`src/rtl/unary_pkg.sv`:
```
// Shared types and helpers for the unary (thermometer) frame transmitter.
package unary_pkg;

   typedef enum logic {IDLE, SEND} tx_state_t;

   localparam int DEFAULT_FRAME = 3;

   // Clamp a requested ones-count to the number of data bits in a frame.
   function automatic int unsigned sat_count(input int unsigned count, input int unsigned frame);
      return (count > frame) ? frame : count;
   endfunction

endpackage

```
`src/rtl/unary_frame_tx.sv`:
```
// Serialises a binary count into an LSB-first thermometer frame over valid/ready.
// Define UNARY_FRAME_TX_PARITY_EN to append an odd-parity bit after the data bits.
module unary_frame_tx
   import unary_pkg::*;
#(
   parameter int FRAME = DEFAULT_FRAME,
   parameter int CW    = $clog2(FRAME + 1)
) (
   input  logic          clk_i,
   input  logic          rst_ni,
   input  logic [CW-1:0] count_i,
   input  logic          valid_i,
   output logic          ready_o,
   output logic          dout_o,
   output logic          dvalid_o,
   input  logic          dready_i,
   output logic          last_o
);

`ifdef UNARY_FRAME_TX_PARITY_EN
   localparam logic [CW-1:0] LAST_IDX = CW'(FRAME);
`else
   localparam logic [CW-1:0] LAST_IDX = CW'(FRAME - 1);
`endif

   tx_state_t     state_q, state_d;
   logic [CW-1:0] idx_q, idx_d;
   logic [CW-1:0] cnt_q, cnt_d;

   always_comb begin
      state_d  = state_q;
      idx_d    = idx_q;
      cnt_d    = cnt_q;
      ready_o  = (state_q == IDLE);
      dvalid_o = (state_q == SEND);
      last_o   = dvalid_o && (idx_q == LAST_IDX);
      dout_o   = dvalid_o && (idx_q < cnt_q);
`ifdef UNARY_FRAME_TX_PARITY_EN
      // Data ones equal cnt, so inverting its LSB makes the frame total odd.
      if (dvalid_o && (idx_q == CW'(FRAME))) begin
         dout_o = ~cnt_q[0];
      end
`endif
      case (state_q)
         IDLE: begin
            if (valid_i) begin
               cnt_d   = CW'(sat_count(32'(count_i), FRAME));
               idx_d   = '0;
               state_d = SEND;
            end
         end
         SEND: begin
            if (dready_i) begin
               if (last_o) begin
                  state_d = IDLE;
               end else begin
                  idx_d = idx_q + 1'b1;
               end
            end
         end
         default: state_d = IDLE;
      endcase
   end

   always_ff @(posedge clk_i or negedge rst_ni) begin
      if (!rst_ni) begin
         state_q <= IDLE;
         idx_q   <= '0;
         cnt_q   <= '0;
      end else begin
         state_q <= state_d;
         idx_q   <= idx_d;
         cnt_q   <= cnt_d;
      end
   end

endmodule

```
`config.mk`:
```
export PLATFORM = sky130hd
export DESIGN_NAME = unary_frame_tx
export DESIGN_NICKNAME = d
export VERILOG_FILES = /design/src/rtl/unary_pkg.sv /design/src/rtl/unary_frame_tx.sv
export SDC_FILE = /design/constraint.sdc
export NUM_CORES = 1
export LEC_CHECK = 0
export CAP_MARGIN = 30
export CORE_AREA = 4 4 41 43
export DETAILED_ROUTE_END_ITERATION = 10
export DIE_AREA = 0 0 45 47
export GPL_ROUTABILITY_DRIVEN = 1
export GPL_TIMING_DRIVEN = 0
export PLACE_DENSITY_LB_ADDON = 0.12
export RECOVER_POWER = 100
export SLEW_MARGIN = 15
export SYNTH_ARGS = -nofsm -noshare
export SYNTH_HDL_FRONTEND = slang
export SYNTH_SLANG_ARGS = --single-unit
```
`constraint.sdc`:
```
create_clock -name clk_i -period 1.3 [get_ports clk_i]
set_input_delay 0.26 -clock clk_i [delete_from_list [all_inputs] [get_ports clk_i]]
set_output_delay 0.26 -clock clk_i [all_outputs]
set_load 0.03 [all_outputs]
```
# Yosys cells after proc, flatten, opt, wreduce, memory -nomap -nowiden
# Cells that the tools add are included.
[word_totals]
register_bits = 5
n_memories = 0
output_inout_bits = 4
mem_bits_rw = 0
mem_bits_ro = 0
word_cells = 22
latch_bits = 0
[classes]
muxes = 8
shifts = 0
reduce_logical = 4
n_div = 0
multipliers = 0
order_cmp = 1
addsub = 1
n_bitwise = 1
eq_ne = 4
[op_table]
columns = ["operator", "count"]
rows = [
  ["2-to-1 mux 2 bit", 3],
  ["inequality test 2 bit (second input constant)", 3],
  ["case mux 2 bit (2 select lines)", 1],
  ["2-to-1 mux 1 bit", 3],
  ["AND reduction 3 bit", 1],
  ["adder 2 x 1 -> 2 bit (second input constant)", 1],
  ["== test 2 bit (second input constant)", 1],
  ["logical AND 1 bit", 2],
  ["less-than comparator 2 bit", 1],
  ["case mux 1 bit (2 select lines)", 1],
  ["AND reduction 2 bit", 1],
  ["NOT 1 bit", 1],
]

# Depth between registers and ports, before layout
[depth]
depth_word = 5
ltp_mapped = 5

# Worst setup path after synthesis
# OpenSTA, ideal clock, no wires.
[synth_path]
path_kind = "register -> output"
start = "register state_q (netlist: dvalid_o)"
end = "output dout_o"
stages_incl_launch_ff = 3
path_slack_ns = -0.569
t_arrival_ns = 1.609
path_cell_list = "dfrtp_1 inv_1 nor3_1"
[synth_between]
elab_chain_cells = 1
[synth_rtl]
columns = ["element", "line_no", "text"]
rows = [
  ["from (decl)", "unary_frame_tx.sv:26", "tx_state_t state_q, state_d;"],
  ["from (signal assigned)", "unary_frame_tx.sv:71", "state_q <= state_d;"],
  ["logical AND 1 bit", "unary_frame_tx.sv:37", "dout_o = dvalid_o && (idx_q < cnt_q);"],
  ["to (decl)", "unary_frame_tx.sv:14", "output logic dout_o,"],
]
# No other way between the ends.

# Final worst setup path
[layout_path]
start = "register cnt_q[1]"
end = "output dout_o"
[layout_between]
elab_chain_cells = 2
[layout_rtl]
columns = ["element", "line_no", "text"]
rows = [
  ["from (decl)", "unary_frame_tx.sv:28", "logic [CW-1:0] cnt_q, cnt_d;"],
  ["from (signal assigned)", "unary_frame_tx.sv:73", "cnt_q <= cnt_d;"],
  ["less-than comparator 2 bit", "unary_frame_tx.sv:37", ""],
  ["logical AND 1 bit", "unary_frame_tx.sv:37", ""],
]
# No other way between the ends.

==> results.md <==
Clock network:
- The longest clock path from root to sink contains 2 buffers.
- The number of sinks driven by the clock tree is 5.
- The later pin in the worst-skew pair is clocked with a latency of 0.24 ns.
- After clock tree synthesis, the clock-pin slew on the worst setup and hold paths is 0.04 ns.
- The root buffer cell is sky130_fd_sc_hd__clkbuf_4.
- The clock buffer count from CTS is 3.
- The H-tree level count is 1.
- TritonCTS built the clock tree.

Outcome:
- The checks that failed: setup timing.
- The run finished, with violations left.

Floorplan:
- The floorplan step set the die width to 45 um.
- The die boundary height is 47 um.
- The total area inside the core boundary comes to 1300 um2.
- The area of the die is 2120 um2.
- The initial core utilization is 0.216.
- The I/O pin count is 10.
- The floorplan row count is 13.

STA:
- Of the available clock period, the critical path in the final layout requires 1.20.
- The worst hold margin is 0.318 ns.
- The post-route worst setup slack is -0.261 ns.
- The pin slew with the least headroom to its limit is 0.253 ns.
- The count of pins over their slew limit was 0.
- The worst slew margin relative to its limit is 0.831.
- The clock arrives with 0.000607 ns of skew.
- The time the final worst path needs with I/O delays and setup is 1.56 ns.
- The final hold violation count was 0.
- Setup repair after global routing could not meet its margin everywhere.
- Setup violations remaining at the end of the flow were counted as 2.
- For this run, the top clock speed supported by timing is 640 MHz.

Synth:
- Counting flops with a built-in enable in the synthesized netlist gives 0.
- Synthesis produced a netlist whose cell count is 26.
- The Yosys step of the flow raised 0 warnings.
- The synthesized netlist net count is 34.
- By count the netlist is led by sky130_fd_sc_hd__dfrtp_1 (5), sky130_fd_sc_hd__inv_1 (4), sky130_fd_sc_hd__ha_1 (2), sky130_fd_sc_hd__nor3_1 (2).
- The count of distinct cell types in the synthesized netlist is 17.
- The number of synthesized register bits is 5.
- The fraction of registers with async set/reset is 1.00.
- The mean area per synthesized cell is 10.8 um2.
- The summed instance area of the synthesized netlist is 282 um2.
- The biggest area contributor in the post-synthesis netlist is sky130_fd_sc_hd__dfrtp_1.
- The share of the synthesized area in the top cell type is 0.444.
- The most instantiated library cell after synthesis is sky130_fd_sc_hd__dfrtp_1.
- The part of the Yosys area used for sequential elements is 0.444.
- In the post-synthesis netlist, the biggest area contributors are sky130_fd_sc_hd__dfrtp_1 (44%), sky130_fd_sc_hd__ha_1 (8.9%), sky130_fd_sc_hd__inv_1 (5.3%).
- The most used flip-flop cell after synthesis is sky130_fd_sc_hd__dfrtp_1.

Pwr:
- The static power due to leakage is 0.225 nW.
- IR analysis of the VDD net gives a maximum drop of 1020 uV.
- The switching portion of total power is 0.400.
- The combinational group share of total power is 0.644.
- Power spread over the standard cell area amounts to 2930 nW/um2.
- The sequential group share of total power is 0.227.
- The internal cell power is 0.821 mW.
- Overall power consumption after layout is estimated at 1.37 mW.
- The clock power share is 0.129.
- In this run the power spent charging and discharging nets is 0.548 mW.

Layout:
- After routing the design area is 467 um2.
- After the last flow step, the layout net total stands at 52.
- The fraction of final layout cells with drive strength greater than 1 is 0.488.
- The number of non-filler instances in the completed layout is 58.
- Relative to the synthesized area, the layout overhead comes to 65.8%.
- 0 antenna diodes ended up in the layout.
- The layout has 150 filler cells.

Place:
- The placer congestion estimate is 0.669.
- The number of cells in the design after placement is 50.
- Detailed placement ended at an HPWL of 486 um.
- The post-placement cell area is 403 um2.
- The number of buffers added on ports is 9.

Hold path:
- The kind of path behind the tightest hold check is primary input to async pin.

Global routing:
- The initial antenna violation count is 0.
- The via count of the first global-routing pass is 244.
- Entering global routing, the biggest net connects 9 pins.
- The total global-route track usage is 0.0668.
- The remaining global-route overflow is 0.
- The first-pass GRT wire length is 952 um.

Critical path:
- STA classifies the critical path endpoint as an output port.
- For the worst setup path, the data arrival time is 1.30 ns.
- Walking the worst path, the cells encountered are inv_2 -> ha_1 -> a21boi_4 -> nor3_4 -> buf_6.
- The critical path contains buffers and inverters numbering 2 combined.
- Along the worst path, the maximum fanout reaches 2.
- The critical path startpoint category is a flip-flop.
- By startpoint and endpoint, the worst setup path is classified as flip-flop to output port.
- The largest individual stage delay along the critical path comes from the cell sky130_fd_sc_hd__dfrtp_1.
- The gate family responsible for the most delay along the worst path is flip-flops.
- The peak per-stage delay on the critical path is 0.33 ns.
- The required time at the endpoint of the critical path is 1.04 ns.

Drt:
- Summing over every cut layer, the via total after detailed routing is 239.
- Summed over all layers, the routed wires come to 659 um.
- The remaining antenna violation count after routing is 0.
- The DRC violation count after routing is 0.
- After detailed routing, the average wire length per cell comes to 11.4 um.
- The number of design-rule violations left by the first detailed-router iteration is 6.
- For this run, the detailed router's first-pass iteration total came to 2.
- The average vias per placed instance is 4.12.

Run:
- The tool flagged a number of max-cap violations equal to 0.
[power by group through the flow]
stage	Clock, mW	Combinational [mW]	Sequential (mW)
2_1_floorplan	0	0.473	0.316
3_3_place_gp	0	0.696	0.307
3_5_place_dp	0	0.717	0.308
4_1_cts	0.187	0.884	0.311
5_1_grt	0.201	0.950	0.318
6_report	0.176	0.882	0.310
[final cells by class]
class,instances,area (um2),area share
Multi-Input combinational cell,17,165,0.354
Sequential cell,5,126,0.271
Timing Repair Buffer,13,115,0.247
Clock buffer,4,26.3,0.0563
Tap cell,15,18.8,0.0402
Inverter,4,15.0,0.0322
[metrics by stage]
stage          TNS (ns)  worst slack [ns]   util
6_report         -0.405            -0.261  0.359
5_1_grt          -0.537            -0.318  0.359
4_1_cts          -0.495            -0.335  0.360
3_5_place_dp      -1.50            -0.657  0.310
3_3_place_gp      -1.43            -0.615  0.310
2_1_floorplan   -0.0712           -0.0712      -
[cells by family after synthesis]
| family | share of synthesized area |
|---|---|
| compound gates | 0.124 |
| xor+xnor | 0.0311 |
| fa+ha+maj | 0.0889 |
| buf+inv | 0.0533 |
| flops | 0.444 |
| mux | 0.0889 |
| simple gates | 0.169 |
[sequential cells by signal, indices dropped and copies added (netlist names)]
signal / cells
idx_q: 2
cnt_q: 2
dvalid_o: 1
[per-layer routing]
metal / wire, um / GRT usage / up-vias
met2: 301 / 0.105 / 8
met5: 0 / 0 / -
met1: 299 / 0.0741 / 108
met4: 0 / 0 / 0
li1: - / - / 123
met3: 59 / 0.0575 / 0
[placed cells by master (no fill, tap or decap), drive strengths merged]
master,count
nor2b,1
nand2,1
and2,1
nand2b,1
nor3,2
ha,2
mux2i,1
a22o,1
a21o,1
a21oi,1
clkdlybuf4s50,4
o21ai,1
mux2,1
inv,4
clkbuf,5
xnor2,1
buf,7
a21boi,1
nor2,1
dfrtp,5
dlygate4sd3,1
[final timing paths]
path | from | endpoint | cells past startpoint | slack [ns]
hold reg to reg | dvalid_o | idx_q[0] | 1 | 0.60
setup reg to reg | idx_q[1] | idx_q[0] | 5 | 0.05
max in group asynchronous | rst_ni | dvalid_o | 1 | 0.77
setup / recovery | cnt_q[1] | dout_o | 5 | -0.26
min in group clk_i | count_i[1] | cnt_q[1] | 3 | 0.58
hold / removal | rst_ni | idx_q[1] | 1 | 0.32
[what timing repair did]
item | CTS | global route
endpoints found under the setup margin | 4 | 5
resized for setup | 29 | 3
pin swaps | 2 | 1
hold buffers | 0 | 0
buffers inserted | 3 | 1
No activity file was read; power rests on OpenSTA's default activity.
